`src/rtl/branch_predictor_table_if.sv`:
```
// Branch predictor table interface.
// Groups the fetch-side prediction request/response and the
// resolution-side update strobe plus the statistics outputs.
//   master : fetch/resolve side (drives request, request_pc, result,
//            result_index, taken; observes predictions and statistics)
//   slave  : the predictor table itself
interface branch_predictor_table_if #(
    parameter int PC_WIDTH   = 32,
    parameter int INDEX_BITS = 4,
    parameter int STAT_BITS  = 16
);
    logic                  request;
    logic [PC_WIDTH-1:0]   request_pc;
    logic                  prediction;
    logic                  prediction_valid;
    logic [INDEX_BITS-1:0] prediction_index;
    logic                  result;
    logic [INDEX_BITS-1:0] result_index;
    logic                  taken;
    logic [STAT_BITS-1:0]  stat_updates;
    logic [STAT_BITS-1:0]  stat_mispredicts;

    modport master (
        output request, request_pc, result, result_index, taken,
        input  prediction, prediction_valid, prediction_index,
        input  stat_updates, stat_mispredicts
    );

    modport slave (
        input  request, request_pc, result, result_index, taken,
        output prediction, prediction_valid, prediction_index,
        output stat_updates, stat_mispredicts
    );
endinterface

```
`src/rtl/branch_predictor_table.sv`:
```
// Branch predictor table: 2^INDEX_BITS saturating counters, indexed by
// PC bits optionally XORed with a non-speculative global history (gshare).
// One registered prediction read and one resolved-branch update per cycle.
// Ports:
//   clk   : rising-edge clock
//   reset : asynchronous active-high reset
//   bp    : slave side of branch_predictor_table_if
//           (request/request_pc in, prediction/prediction_valid/
//            prediction_index out, result/result_index/taken in,
//            stat_updates/stat_mispredicts out)
module branch_predictor_table #(
    parameter int PC_WIDTH   = 32,
    parameter int INDEX_BITS = 4,
    parameter int CTR_BITS   = 2,
    parameter int HIST_BITS  = 0,
    parameter int CTR_INIT   = 1,
    parameter int STAT_BITS  = 16
) (
    input logic                      clk,
    input logic                      reset,
    branch_predictor_table_if.slave  bp
);
    localparam int                  DEPTH      = 1 << INDEX_BITS;
    localparam logic [CTR_BITS-1:0] CTR_MAX    = '1;
    localparam logic [CTR_BITS-1:0] CTR_INIT_V = CTR_BITS'(CTR_INIT);

    logic [CTR_BITS-1:0]   counters [DEPTH];
    logic [INDEX_BITS-1:0] pc_index;
    logic [INDEX_BITS-1:0] ghr_ext;
    logic [INDEX_BITS-1:0] idx;
    logic [CTR_BITS-1:0]   old_ctr;
    logic [CTR_BITS-1:0]   new_ctr;
    logic                  mispredict;
    logic                  unused_pc_bits;

    // PC bits outside the index field alias by design.
    assign pc_index       = bp.request_pc[INDEX_BITS+1:2];
    assign unused_pc_bits = ^{bp.request_pc[PC_WIDTH-1:INDEX_BITS+2], bp.request_pc[1:0]};

    // Global history only exists in gshare configurations; it shifts in
    // resolved directions, so it never needs repair after a mispredict.
    generate
        if (HIST_BITS == 0) begin : g_bimodal
            assign ghr_ext = '0;
        end else begin : g_gshare
            logic [HIST_BITS-1:0] ghr;
            if (HIST_BITS == 1) begin : g_hist_one
                always_ff @(posedge clk or posedge reset) begin
                    if (reset)
                        ghr <= '0;
                    else if (bp.result)
                        ghr <= bp.taken;
                end
            end else begin : g_hist_many
                always_ff @(posedge clk or posedge reset) begin
                    if (reset)
                        ghr <= '0;
                    else if (bp.result)
                        ghr <= {ghr[HIST_BITS-2:0], bp.taken};
                end
            end
            assign ghr_ext = INDEX_BITS'(ghr);
        end
    endgenerate

    assign idx = pc_index ^ ghr_ext;

    // Saturating next value of the entry being resolved.
    always_comb begin
        old_ctr = counters[bp.result_index];
        new_ctr = old_ctr;
        if (bp.taken) begin
            if (old_ctr != CTR_MAX)
                new_ctr = old_ctr + 1'b1;
        end else begin
            if (old_ctr != '0)
                new_ctr = old_ctr - 1'b1;
        end
    end

    assign mispredict = old_ctr[CTR_BITS-1] != bp.taken;

    // Counter table; a same-cycle request still sees the old contents
    // because the read below samples before this write lands.
    always_ff @(posedge clk or posedge reset) begin
        if (reset) begin
            for (int i = 0; i < DEPTH; i++)
                counters[i] <= CTR_INIT_V;
        end else if (bp.result) begin
            counters[bp.result_index] <= new_ctr;
        end
    end

    // Registered read port; prediction and index hold between requests.
    always_ff @(posedge clk or posedge reset) begin
        if (reset) begin
            bp.prediction       <= 1'b0;
            bp.prediction_valid <= 1'b0;
            bp.prediction_index <= '0;
        end else begin
            bp.prediction_valid <= bp.request;
            if (bp.request) begin
                bp.prediction       <= counters[idx][CTR_BITS-1];
                bp.prediction_index <= idx;
            end
        end
    end

    // Statistics, each saturating independently at all-ones.
    always_ff @(posedge clk or posedge reset) begin
        if (reset) begin
            bp.stat_updates     <= '0;
            bp.stat_mispredicts <= '0;
        end else if (bp.result) begin
            if (bp.stat_updates != '1)
                bp.stat_updates <= bp.stat_updates + 1'b1;
            if (mispredict && (bp.stat_mispredicts != '1))
                bp.stat_mispredicts <= bp.stat_mispredicts + 1'b1;
        end
    end
endmodule

```
`src/flat_wrapper.sv`:
```
// flat-port wrapper written by rule: the top's interface ports become plain ports
module branch_predictor_table_flat 
#(
    parameter int PC_WIDTH   = 32,
    parameter int INDEX_BITS = 4,
    parameter int CTR_BITS   = 2,
    parameter int HIST_BITS  = 0,
    parameter int CTR_INIT   = 1,
    parameter int STAT_BITS  = 16
)
  (clk, reset, bp_request, bp_request_pc, bp_result, bp_result_index, bp_taken, bp_prediction, bp_prediction_valid, bp_prediction_index, bp_stat_updates, bp_stat_mispredicts);
  branch_predictor_table_if #(.PC_WIDTH(PC_WIDTH), .INDEX_BITS(INDEX_BITS), .STAT_BITS(STAT_BITS)) bp_i ();
  input logic clk;
  input logic reset;
  input wire logic [$bits(bp_i.request)-1:0] bp_request;
  input wire logic [$bits(bp_i.request_pc)-1:0] bp_request_pc;
  input wire logic [$bits(bp_i.result)-1:0] bp_result;
  input wire logic [$bits(bp_i.result_index)-1:0] bp_result_index;
  input wire logic [$bits(bp_i.taken)-1:0] bp_taken;
  output wire logic [$bits(bp_i.prediction)-1:0] bp_prediction;
  output wire logic [$bits(bp_i.prediction_valid)-1:0] bp_prediction_valid;
  output wire logic [$bits(bp_i.prediction_index)-1:0] bp_prediction_index;
  output wire logic [$bits(bp_i.stat_updates)-1:0] bp_stat_updates;
  output wire logic [$bits(bp_i.stat_mispredicts)-1:0] bp_stat_mispredicts;
  assign bp_i.request = bp_request;
  assign bp_i.request_pc = bp_request_pc;
  assign bp_i.result = bp_result;
  assign bp_i.result_index = bp_result_index;
  assign bp_i.taken = bp_taken;
  assign bp_prediction = bp_i.prediction;
  assign bp_prediction_valid = bp_i.prediction_valid;
  assign bp_prediction_index = bp_i.prediction_index;
  assign bp_stat_updates = bp_i.stat_updates;
  assign bp_stat_mispredicts = bp_i.stat_mispredicts;
  branch_predictor_table #(.PC_WIDTH(PC_WIDTH), .INDEX_BITS(INDEX_BITS), .CTR_BITS(CTR_BITS), .HIST_BITS(HIST_BITS), .CTR_INIT(CTR_INIT), .STAT_BITS(STAT_BITS)) u_core (.clk(clk), .reset(reset), .bp(bp_i));
endmodule
```
`config.mk`:
```
export PLATFORM = sky130hd
export DESIGN_NAME = branch_predictor_table_flat
export DESIGN_NICKNAME = d
export VERILOG_FILES = /design/src/rtl/branch_predictor_table_if.sv /design/src/rtl/branch_predictor_table.sv /design/src/flat_wrapper.sv
export SDC_FILE = /design/constraint.sdc
export NUM_CORES = 1
export LEC_CHECK = 0
export BUFFER_PORTS_ARGS = -buffer_cell sky130_fd_sc_hd__buf_2
export CELL_PAD_IN_SITES_DETAIL_PLACEMENT = 1
export CELL_PAD_IN_SITES_GLOBAL_PLACEMENT = 1
export CORE_MARGIN = 2
export CORE_UTILIZATION = 30
export CTS_CLUSTER_DIAMETER = 150
export DETAILED_ROUTE_END_ITERATION = 8
export PLACE_DENSITY_LB_ADDON = 0.2
export SYNTH_ARGS = -nofsm -noshare
export SYNTH_HDL_FRONTEND = slang
export SYNTH_SLANG_ARGS = --single-unit
```
`constraint.sdc`:
```
create_clock -name clk -period 2.5 [get_ports clk]
set_input_delay 0.5 -clock clk [delete_from_list [all_inputs] [get_ports clk]]
set_output_delay 0.5 -clock clk [all_outputs]
set_load 0.005 [all_outputs]
```
==> flow_summary.json <==
{
  "outcome": "finished, final reports clean",
  "totalWireLength_um": 7920,
  "cts_resized": 0,
  "synth-main-ff-cell": "dfrtp_1",
  "path_max_fanout": 16,
  "syn_to_final_growth_pct": 21.2,
  "grt_pass1_vias": 2543,
  "synth-seq-cells": 70,
  "path_common_cell": "mux2_2",
  "firstDrtPassIters": 4,
  "synth_cells": 277,
  "post-place-ws_ns": -0.164,
  "num_antenna_cells": 0,
  "hpwl_um": 5590,
  "ant_nets": 0,
  "dieArea_um2": 12500,
  "async_flop_share": 1.00,
  "io_pins": 79,
  "p_per_area_nw_per_um2": 913,
  "drc": 0,
  "p_leak_nw": 1.92,
  "clkSinkCount": 70,
  "worst_hold_path_type": "in2async",
  "insertion_delay_ns": 0.33,
  "multi_input_area_um2": 1630,
  "ys_top_cells_by_area": "dfrtp_1 39%, dfstp_2 12%, mux2_2 11%",
  "drv_slew": 0,
  "die_height_um": 112,
  "irDropWorstVdd_uv": 436,
  "grt_max_degree": 71,
  "netlist_top_cells_count": "54 x dfrtp_1, 33 x mux2_2, 25 x nor2_1",
  "yosysMostFrequentCell": "dfrtp_1",
  "via_count": 2394,
  "postLayoutCellArea_um2": 4230,
  "cts_setup_buffers": 0,
  "crit_type": "reg2reg",
  "max-slew-margin-rel": 0.722,
  "finalCritPeriodShare": 0.938,
  "fmax_mhz": 426,
  "synth-warning-count": 0,
  "routabilityCongestion": 0.713,
  "skew_ns": 0.00603,
  "endpoint_kind": "flip-flop",
  "p_total_mw": 3.86,
  "required_ns": 2.72,
  "synth_largest_area_cell": "dfrtp_1",
  "cts_tree": "yes",
  "portBuffers": 50,
  "grtUsageTotal": 0.134,
  "crit_path_cell_trace": "mux4_1, mux2_2, mux2i_4, xor2_2, a211oi_4, buf_12, mux2_2",
  "viasPerCell": 4.93,
  "cpMaxStageDelayCell": "mux4_1",
  "worst_slew_pin_slew_ns": 0.414,
  "die_x_um": 112,
  "yosysTopAreaCellShare": 0.388,
  "period_needed_ns": 2.35,
  "cp-start-kind": "flip-flop",
  "cap_violations": 0,
  "finalSetupViolations": 0,
  "clockRootBuffer": "clkbuf_16",
  "num-nets-final": 381,
  "drive_gt1_frac": 0.405,
  "start_util": 0.307,
  "core_um2": 11400,
  "hold_viol": 0,
  "hold_buffers": 0,
  "antenna_found_initial": 0,
  "numCtsBuffers": 9,
  "fp-row-count": 39,
  "routedWlPerCell_um": 16.3,
  "worst_ep_arrival_time_ns": 2.57,
  "synth-edff-count": 0,
  "cts_buffer_depth": 2,
  "regArea_um2": 1770,
  "fill_cells": 1249,
  "postPlaceCellArea_um2": 3960,
  "synth.avg_cell_area_um2": 12.6,
  "layout_setup_ws_ns": 0.155,
  "synth_area_um2": 3490,
  "clk_pin_slew_ns": 0.06,
  "syn_nets": 320,
  "overflow": 0,
  "critPathMaxStageDelay_ns": 0.50,
  "ys_seq_area_frac": 0.508,
  "htreeDepth": 3,
  "synthDistinctLibCells": 38,
  "rsz0062_at_grt": "no",
  "drtIter0Drc": 66,
  "grt_pass1_wl_um": 13200
}
## logic make-up (layout without fill, tap and decap cells)
group | Yosys count | in the layout | synth area share
and+or+nand+nor | 92 | 92 | 0.137
xor gates and xnor gates | 28 | 28 | 0.0725
AOI/OAI and AO/OA | 19 | 19 | 0.0352
adders and majority gates | 2 | 2 | 0.00718
DFF | 70 | 70 | 0.508
muxes | 50 | 50 | 0.215
buffers and inverters | 16 | 82 | 0.0251
## flip-flops by register name, summed over array words and instances, names as in the netlist
name                        count
u_core.bp.prediction_index      4
u_core.bp.prediction            1
u_core.bp.stat_updates         16
u_core.bp.stat_mispredicts     16
u_core.counters                32
u_core.bp.prediction_valid      1
## layout by cell type (no fill, tap or decap), types with 7 or more instances in the layout
master / count
and3_1: 11
xor2_1: 9
nand2_1: 15
nand4_1: 10
mux4_1: 7
nor2_1: 25
buf_4: 10
dfrtp_1: 54
nand3_1: 9
buf_2: 50
a31oi_1: 8
dfstp_2: 16
mux2_2: 33
xnor2_1: 18
clkbuf_16: 9
## worst max-delay path: cells and delay by family, from the launching register on
kind | cells | cell delay, ns
xor+xnor | 1 | 0.11
mux | 4 | 1.31
flops | 1 | 0.41
compound gates | 1 | 0.21
buf+inv | 1 | 0.18
## path summary, 6_finish.rpt
kind | start | to | slack [ns] | cells after the start
max in group asynchronous | reset | u_core.counters[16]$_DFFE_PP1P_ | 1.92 | 3
min in group clk | bp_request | u_core.bp.prediction_valid$_DFF_PP0_ | 0.37 | 1
max | u_core.counters[5]$_DFFE_PP0P_ | u_core.bp.stat_mispredicts[1]$_DFFE_PP0P_ | 0.15 | 7
min reg2reg | u_core.bp.stat_updates[3]$_DFFE_PP0P_ | u_core.bp.stat_updates[3]$_DFFE_PP0P_ | 0.49 | 1
max reg2reg | u_core.counters[5]$_DFFE_PP0P_ | u_core.bp.stat_mispredicts[1]$_DFFE_PP0P_ | 0.15 | 7
min | reset | u_core.bp.stat_updates[9]$_DFFE_PP0P_ | 0.23 | 3
## layer usage
| layer | global-route usage | routed length, um |
|---|---|---|
| met5 | 0 | 0 |
| met3 | 0.0425 | 360 |
| met2 | 0.211 | 3750 |
| met1 | 0.177 | 3700 |
| met4 | 0.0444 | 108 |
## metrics by stage
stage | instances | setup TNS (ns) | util | hold slack, ns
after floorplan | 277 | 0 | - | 0.477
after global placement | 470 | -1.42 | 0.348 | 0.467
after detailed placement | 470 | -1.87 | 0.348 | 0.481
after CTS | 486 | 0 | 0.372 | 0.260
after global routing | 486 | 0 | 0.372 | 0.276
final | 486 | 0 | 0.372 | 0.233
## final cells by class
class,instances,share of cell area
Clock buffer,12,0.0583
Clock inverter,4,0.00533
Inverter,4,0.00355
Multi-Input combinational cell,191,0.385
Sequential cell,70,0.419
Tap cell,143,0.0423
Timing Repair Buffer,62,0.0864
## where the power goes
part	switching, mW	internal, mW	total [mW]
clock	0.472	0.693	1.16
combinational	0.434	0.561	0.995
sequential	0.223	1.48	1.70
total	1.13	2.73	3.86
No activity file was read; power rests on OpenSTA's default activity.
